<file path="src/rtl/fetch_pkg.sv">
// Shared types for the fetch/issue front end.
//   RESET_PC_DEF  : default first fetch address
//   fetch_state_e : controller states
//   fq_entry_t    : fetch-queue payload {sss, instr, pc}
//   pop_e         : number of queue entries retired by one issue
package fetch_pkg;

    localparam logic [31:0] RESET_PC_DEF = 32'h0000_1000;

    typedef enum logic [1:0] {
        ST_BOOT   = 2'd0,
        ST_RUN    = 2'd1,
        ST_DRAIN  = 2'd2,
        ST_HALTED = 2'd3
    } fetch_state_e;

    typedef struct packed {
        logic        sss;
        logic [31:0] instr;
        logic [31:0] pc;
    } fq_entry_t;

    typedef enum logic [1:0] {
        POP_NONE = 2'd0,
        POP_ONE  = 2'd1,
        POP_TWO  = 2'd2
    } pop_e;

    // Entry count retired by a pop code.
    function automatic logic [1:0] pop_amount(input pop_e p);
        case (p)
            POP_ONE: return 2'd1;
            POP_TWO: return 2'd2;
            default: return 2'd0;
        endcase
    endfunction

endpackage

</file>
<file path="src/rtl/fetch_queue.sv">
// Circular fetch queue holding QDEPTH entries.
//   clk_i, reset_i    : clock, synchronous active-high reset
//   flush_i           : drop every entry (wins over push/pop)
//   push_i/entry_i    : write one entry at the tail (caller guarantees space)
//   pop_i             : retire 0, 1 or 2 entries from the head
//   head_o            : entry at head
//   next_instr_o/pc_o : entry after head (its sss flag is never needed)
//   count_o           : occupancy 0..QDEPTH
module fetch_queue
    import fetch_pkg::*;
#(
    parameter int unsigned QDEPTH = 4
) (
    input  logic                     clk_i,
    input  logic                     reset_i,
    input  logic                     flush_i,
    input  logic                     push_i,
    input  fq_entry_t                push_entry_i,
    input  pop_e                     pop_i,
    output fq_entry_t                head_o,
    output logic [31:0]              next_instr_o,
    output logic [31:0]              next_pc_o,
    output logic [$clog2(QDEPTH):0]  count_o
);

    localparam int unsigned PTR_W = $clog2(QDEPTH);
    localparam int unsigned CNT_W = PTR_W + 1;

    fq_entry_t          mem_q [QDEPTH];
    logic [PTR_W-1:0]   head_q, head_d;
    logic [PTR_W-1:0]   tail_q, tail_d;
    logic [PTR_W-1:0]   next_idx;
    logic [CNT_W-1:0]   count_q, count_d;
    logic [1:0]         pop_n;

    // Pointer/occupancy update; pointers wrap naturally at PTR_W bits.
    always_comb begin
        pop_n   = pop_amount(pop_i);
        head_d  = head_q + PTR_W'(pop_n);
        tail_d  = tail_q + PTR_W'(push_i);
        count_d = count_q + CNT_W'(push_i) - CNT_W'(pop_n);
        if (flush_i) begin
            head_d  = '0;
            tail_d  = '0;
            count_d = '0;
        end
    end

    always_ff @(posedge clk_i) begin
        if (reset_i) begin
            for (int unsigned i = 0; i < QDEPTH; i++) begin
                mem_q[i] <= '0;
            end
            head_q  <= '0;
            tail_q  <= '0;
            count_q <= '0;
        end else begin
            if (push_i && !flush_i) begin
                mem_q[tail_q] <= push_entry_i;
            end
            head_q  <= head_d;
            tail_q  <= tail_d;
            count_q <= count_d;
        end
    end

    assign next_idx     = head_q + PTR_W'(1);
    assign head_o       = mem_q[head_q];
    assign next_instr_o = mem_q[next_idx].instr;
    assign next_pc_o    = mem_q[next_idx].pc;
    assign count_o      = count_q;

endmodule

</file>
<file path="src/rtl/fetch_issue_ctrl.sv">
// Fetch/issue controller: owns the PC, fetches from a combinational ROM into
// the fetch queue and issues one instruction, or an sss-marked pair, per cycle.
//   clk, reset                      : clock, synchronous active-high reset
//   imem_addr / imem_rd / imem_sssrc: ROM address and returned word/pair flag
//   issue_ready                     : decode accepts the current bundle
//   issue0_* / issue1_*             : issue slots (slot 1 only for pairs)
//   redirect_valid / redirect_pc    : branch/jump redirect
//   halt_req / halted               : drain request and drained status
//   fetch_cnt / pair_cnt            : wrapping performance counters
module fetch_issue_ctrl
    import fetch_pkg::*;
#(
    parameter logic [31:0] RESET_PC = RESET_PC_DEF,
    parameter int unsigned QDEPTH   = 4,
    parameter int unsigned CNT_W    = 32
) (
    input  logic              clk,
    input  logic              reset,
    output logic [31:0]       imem_addr,
    input  logic [31:0]       imem_rd,
    input  logic              imem_sssrc,
    input  logic              issue_ready,
    output logic              issue0_valid,
    output logic [31:0]       issue0_instr,
    output logic [31:0]       issue0_pc,
    output logic              issue1_valid,
    output logic [31:0]       issue1_instr,
    output logic [31:0]       issue1_pc,
    input  logic              redirect_valid,
    input  logic [31:0]       redirect_pc,
    input  logic              halt_req,
    output logic              halted,
    output logic [CNT_W-1:0]  fetch_cnt,
    output logic [CNT_W-1:0]  pair_cnt
);

    localparam int unsigned QCNT_W = $clog2(QDEPTH) + 1;

    fetch_state_e       state_q;
    logic               halted_q;
    logic [31:0]        pc_q, pc_d;
    logic [CNT_W-1:0]   fetch_cnt_q, fetch_cnt_d;
    logic [CNT_W-1:0]   pair_cnt_q, pair_cnt_d;
    fq_entry_t          head, push_entry;
    logic [31:0]        next_instr, next_pc;
    logic [QCNT_W-1:0]  count;
    logic               active, redir_en, fetch_en, issue_v0, issue_v1;
    pop_e               pop;

    // Fetch/issue decisions. A halt request also suppresses fetch in the
    // cycle it is seen, so only already-queued work drains.
    always_comb begin
        active   = (state_q == ST_RUN) || (state_q == ST_DRAIN);
        redir_en = active && redirect_valid;
        fetch_en = (state_q == ST_RUN) && !redir_en && !halt_req
                   && (count < QCNT_W'(QDEPTH));
        issue_v0 = 1'b0;
        issue_v1 = 1'b0;
        if (active && !redirect_valid) begin
            if (head.sss) begin
                // A pair waits until both halves are queued; never split.
                issue_v0 = (count >= QCNT_W'(2));
                issue_v1 = issue_v0;
            end else begin
                issue_v0 = (count != '0);
            end
        end
        pop = POP_NONE;
        if (issue_v0 && issue_ready) begin
            pop = issue_v1 ? POP_TWO : POP_ONE;
        end
    end

    // PC and counter next-state.
    always_comb begin
        pc_d = pc_q;
        if (redir_en) begin
            pc_d = redirect_pc & 32'hFFFF_FFFC;
        end else if (fetch_en) begin
            pc_d = pc_q + 32'd4;
        end
        fetch_cnt_d = fetch_cnt_q + CNT_W'(fetch_en);
        pair_cnt_d  = pair_cnt_q + CNT_W'(pop == POP_TWO);
    end

    always_ff @(posedge clk) begin
        if (reset) begin
            pc_q        <= RESET_PC;
            fetch_cnt_q <= '0;
            pair_cnt_q  <= '0;
        end else begin
            pc_q        <= pc_d;
            fetch_cnt_q <= fetch_cnt_d;
            pair_cnt_q  <= pair_cnt_d;
        end
    end

    // Controller FSM with registered halted flag.
    always_ff @(posedge clk) begin
        if (reset) begin
            state_q  <= ST_BOOT;
            halted_q <= 1'b0;
        end else begin
            case (state_q)
                ST_BOOT: state_q <= ST_RUN;
                ST_RUN: begin
                    if (halt_req) begin
                        state_q <= ST_DRAIN;
                    end
                end
                ST_DRAIN: begin
                    if (redirect_valid || (count == '0)) begin
                        state_q  <= ST_HALTED;
                        halted_q <= 1'b1;
                    end
                end
                ST_HALTED: halted_q <= 1'b1;
                default:   state_q  <= ST_BOOT;
            endcase
        end
    end

    assign push_entry = '{sss: imem_sssrc, instr: imem_rd, pc: pc_q};

    fetch_queue #(
        .QDEPTH (QDEPTH)
    ) u_queue (
        .clk_i        (clk),
        .reset_i      (reset),
        .flush_i      (redir_en),
        .push_i       (fetch_en),
        .push_entry_i (push_entry),
        .pop_i        (pop),
        .head_o       (head),
        .next_instr_o (next_instr),
        .next_pc_o    (next_pc),
        .count_o      (count)
    );

    assign imem_addr    = pc_q;
    assign issue0_valid = issue_v0;
    assign issue0_instr = issue_v0 ? head.instr : '0;
    assign issue0_pc    = issue_v0 ? head.pc    : '0;
    assign issue1_valid = issue_v1;
    assign issue1_instr = issue_v1 ? next_instr : '0;
    assign issue1_pc    = issue_v1 ? next_pc    : '0;
    assign halted       = halted_q;
    assign fetch_cnt    = fetch_cnt_q;
    assign pair_cnt     = pair_cnt_q;

endmodule

</file>
<file path="config.mk">
export PLATFORM = sky130hd
export DESIGN_NAME = fetch_issue_ctrl
export DESIGN_NICKNAME = d
export VERILOG_FILES = /design/src/rtl/fetch_pkg.sv /design/src/rtl/fetch_queue.sv /design/src/rtl/fetch_issue_ctrl.sv
export SDC_FILE = /design/constraint.sdc
export NUM_CORES = 1
export LEC_CHECK = 0
export ABC_CLOCK_PERIOD_IN_PS = 4400
export CORE_MARGIN = 2
export CORE_UTILIZATION = 55
export DETAILED_ROUTE_END_ITERATION = 10
export GPL_TIMING_DRIVEN = 0
export MAX_ROUTING_LAYER = met4
export PLACE_DENSITY = 0.92
export SETUP_SLACK_MARGIN = 0.3
export SYNTH_ARGS = -nofsm -noshare
export SYNTH_HDL_FRONTEND = slang
export SYNTH_SLANG_ARGS = --single-unit
</file>
<file path="constraint.sdc">
create_clock -name clk -period 4.4 [get_ports clk]
set_clock_uncertainty 0.15 [all_clocks]
set_input_delay 0.88 -clock clk [delete_from_list [all_inputs] [get_ports clk]]
set_output_delay 0.88 -clock clk [all_outputs]
set_load 0.02 [all_outputs]
</file>
==> run metrics <==
Final Instance Count excl. Fillers 2,325; DRT iter0 DRCs 1,672; DRT Wirelength 58,100 µm; worst slew pin tran 1.16 ns; EDFF count, synth 252; met2 wire length 28,600 µm; first-pass GRT wire length 88,000 µm; core area 33,400 µm²; final setup fails 0; fill count 2,045; routed vias/inst 6.41; clk buf depth 3; top post-synthesis cells by area edfxtp_1, mux4_2, dfxtp_1; CP Class flop to output port; CP Capture Type output port; largest area contributor in the netlist edfxtp_1; All-Layer GR Usage 0.334; placed insts 2,249; post-route ant nets 0; Die W 188 µm; wire length on met1 20,200 µm; result of the run complete, no violations; # rows 67; I/O pin cnt 297; fin nets 1,936; Starting Density 0.558; initial antenna violation count 0; pwr/cell area 390 nW/µm²; die area 35,400 µm²; DR DRC count 0; share of layout cells above drive strength 1 0.150; share of the synthesized area in the top cell type 0.406; global route overflow 0; register bit total from synthesis 356; Peak supply drop 276 µV; RSZ-0062 raised after global routing false; Slew headroom 0.219; I/O Buffers 288; Syn Area/Cell 12.4 µm²; Clock transition at path regs 0.06 ns; Worst EP required 3.37 ns; max-cap violations 0; drt first pass iters 5; Top Metal Used met4; Vias 14,895; fin. max-slew vios 0; Leak Pwr 9.92 nW; hold_buf cts 0; Detailed Place HPWL 39,300 µm; YS warnings 0; R2R cell count 9; RePlAce Congestion 0.916; met3 wire len 6970 µm; CTS Root Cell clkbuf_16; Worst Path Arrival 3.02 ns; Synth-to-Final Area Change 28.0%; synth unique cells 62; clock insertion delay at the later pin of the skew report 0.53 ns; post-synthesis cell area 18,700 µm²; period utilization 0.920; fmax 247 MHz; H-tree level count 2; post-synthesis sequential area ratio 0.517; die height 188 µm; Worst Path Max Fanout 10; CTS tree built; Primary FF master, synth edfxtp_1; crit path time final 4.05 ns; most common cell after layout, fill and taps aside edfxtp_1; CTS Buf Count 39; Num Clock Sinks 356; largest net degree at the start of global routing 57; Post-Syn Instances 1,504; diodes inserted 0; hold path cells 2; most frequent cells in the layout edfxtp_1, and2_1, clkdlybuf4s50_1; Worst Hold Class flop to flop; Final Hold Vio Count 0; async set-or-reset flop fraction in the synthesized netlist 0; routed length per placed instance 25.0 µm; element type at the critical path start flop; Hold WS 0.349 ns; final setup TNS 0 ns; vias in the first global route 15,053; Tot Pwr 9.31 mW
-- through the flow --
step	setup slack [ns]	util	cell area, µm²
2_1_floorplan	1.09	-	18700
3_3_place_gp	-0.852	0.661	22100
3_5_place_dp	-0.718	0.665	22200
4_1_cts	0.301	0.707	23700
5_1_grt	0.311	0.714	23900
6_report	0.351	0.714	23900
-- state kept, by name, summed over array words and instances, names as in the netlist --
signal,flops
u_queue.head_q,2
imem_addr,30
u_queue.mem_q,252
u_queue.count_o,3
pair_cnt,32
state_q,2
u_queue.tail_q,2
fetch_cnt,32
halted,1
-- cell families (layout without fill, tap and decap cells) --
logic type / count (synthesis) / count (layout) / share of synthesized area
AO/OA/AOI/OAI: 131 / 131 / 0.0457
XOR/XNOR: 34 / 34 / 0.0160
adder cells (fa/ha/maj): 16 / 16 / 0.0111
buffers and inverters: 152 / 520 / 0.0363
flip-flops: 356 / 356 / 0.517
multiplexers: 126 / 126 / 0.151
other: 1 / 6 / 0.000201
AND/OR/NAND/NOR: 688 / 688 / 0.222
-- cells in the mapped netlist, drive strengths merged, types with 2 or more instances --
cell / count
clkbuf: 93
ha: 15
nand4b: 2
nand2: 39
o211ai: 2
or2: 3
mux4: 125
nor2: 69
edfxtp: 252
nand4: 27
nor3: 11
inv: 21
o31a: 6
and3: 71
nand3: 36
o31ai: 28
xor2: 16
a311oi: 9
dfxtp: 104
and4: 13
xnor2: 18
or4: 39
and4bb: 2
nor4: 21
o21ai: 21
nor3b: 8
a211oi: 10
buf: 38
or3: 22
nor2b: 70
and2: 252
a21oi: 43
o21bai: 3
-- area by class of cell --
class | instances | area [µm²] | share of cell area
multi-input combinational | 1001 | 8390 | 0.351
clock inverter | 17 | 166 | 0.00697
timing repair buffer | 301 | 3260 | 0.137
inverter | 21 | 78.8 | 0.00330
tap | 448 | 561 | 0.0235
buffer | 130 | 712 | 0.0298
sequential | 356 | 9650 | 0.404
clock buffer | 51 | 1060 | 0.0444
-- routing by layer --
metal	GRT usage	up-vias
met3	0.0882	165
li1	-	6347
met5	-	-
met1	0.395	7328
met4	0.126	0
met2	0.549	1055
-- critical path, cell delays in order (launching register included) --
cell and delay, ns:
dfxtp_1 0.35, clkbuf_4 0.25, mux4_2 0.59, nand3b_1 0.23, buf_4 0.22, clkbuf_2 0.24
nor2b_1 0.07, clkdlybuf4s50_1 0.55
-- worst paths after layout --
check	start	endpoint	slack, ns
setup reg to reg	state_q[0]$_SDFFE_PP0P_	u_queue.mem_q[0][25]$_SDFFCE_PN0P_	0.43
hold reg to reg	pair_cnt[28]$_SDFF_PP0_	pair_cnt[28]$_SDFF_PP0_	0.35
setup / recovery	u_queue.head_q[0]$_SDFF_PP0_	issue1_pc[28]	0.35
hold / removal	pair_cnt[28]$_SDFF_PP0_	pair_cnt[28]$_SDFF_PP0_	0.35
-- where the power goes --
part / switching (mW) / internal (mW) / leakage [nW] / total (mW)
sequential: 0.324 / 3.87 / 3.45 / 4.19
clock: 1.32 / 1.87 / 0.598 / 3.20
combinational: 1.12 / 0.806 / 5.88 / 1.92
-- repair_timing --
item	4_1_cts	5_1_grt
buffers inserted	6	3
setup endpoints to repair	147	106
gates resized for setup	79	101
pin swaps	1	2
Power figures use the tool's default switching activity.
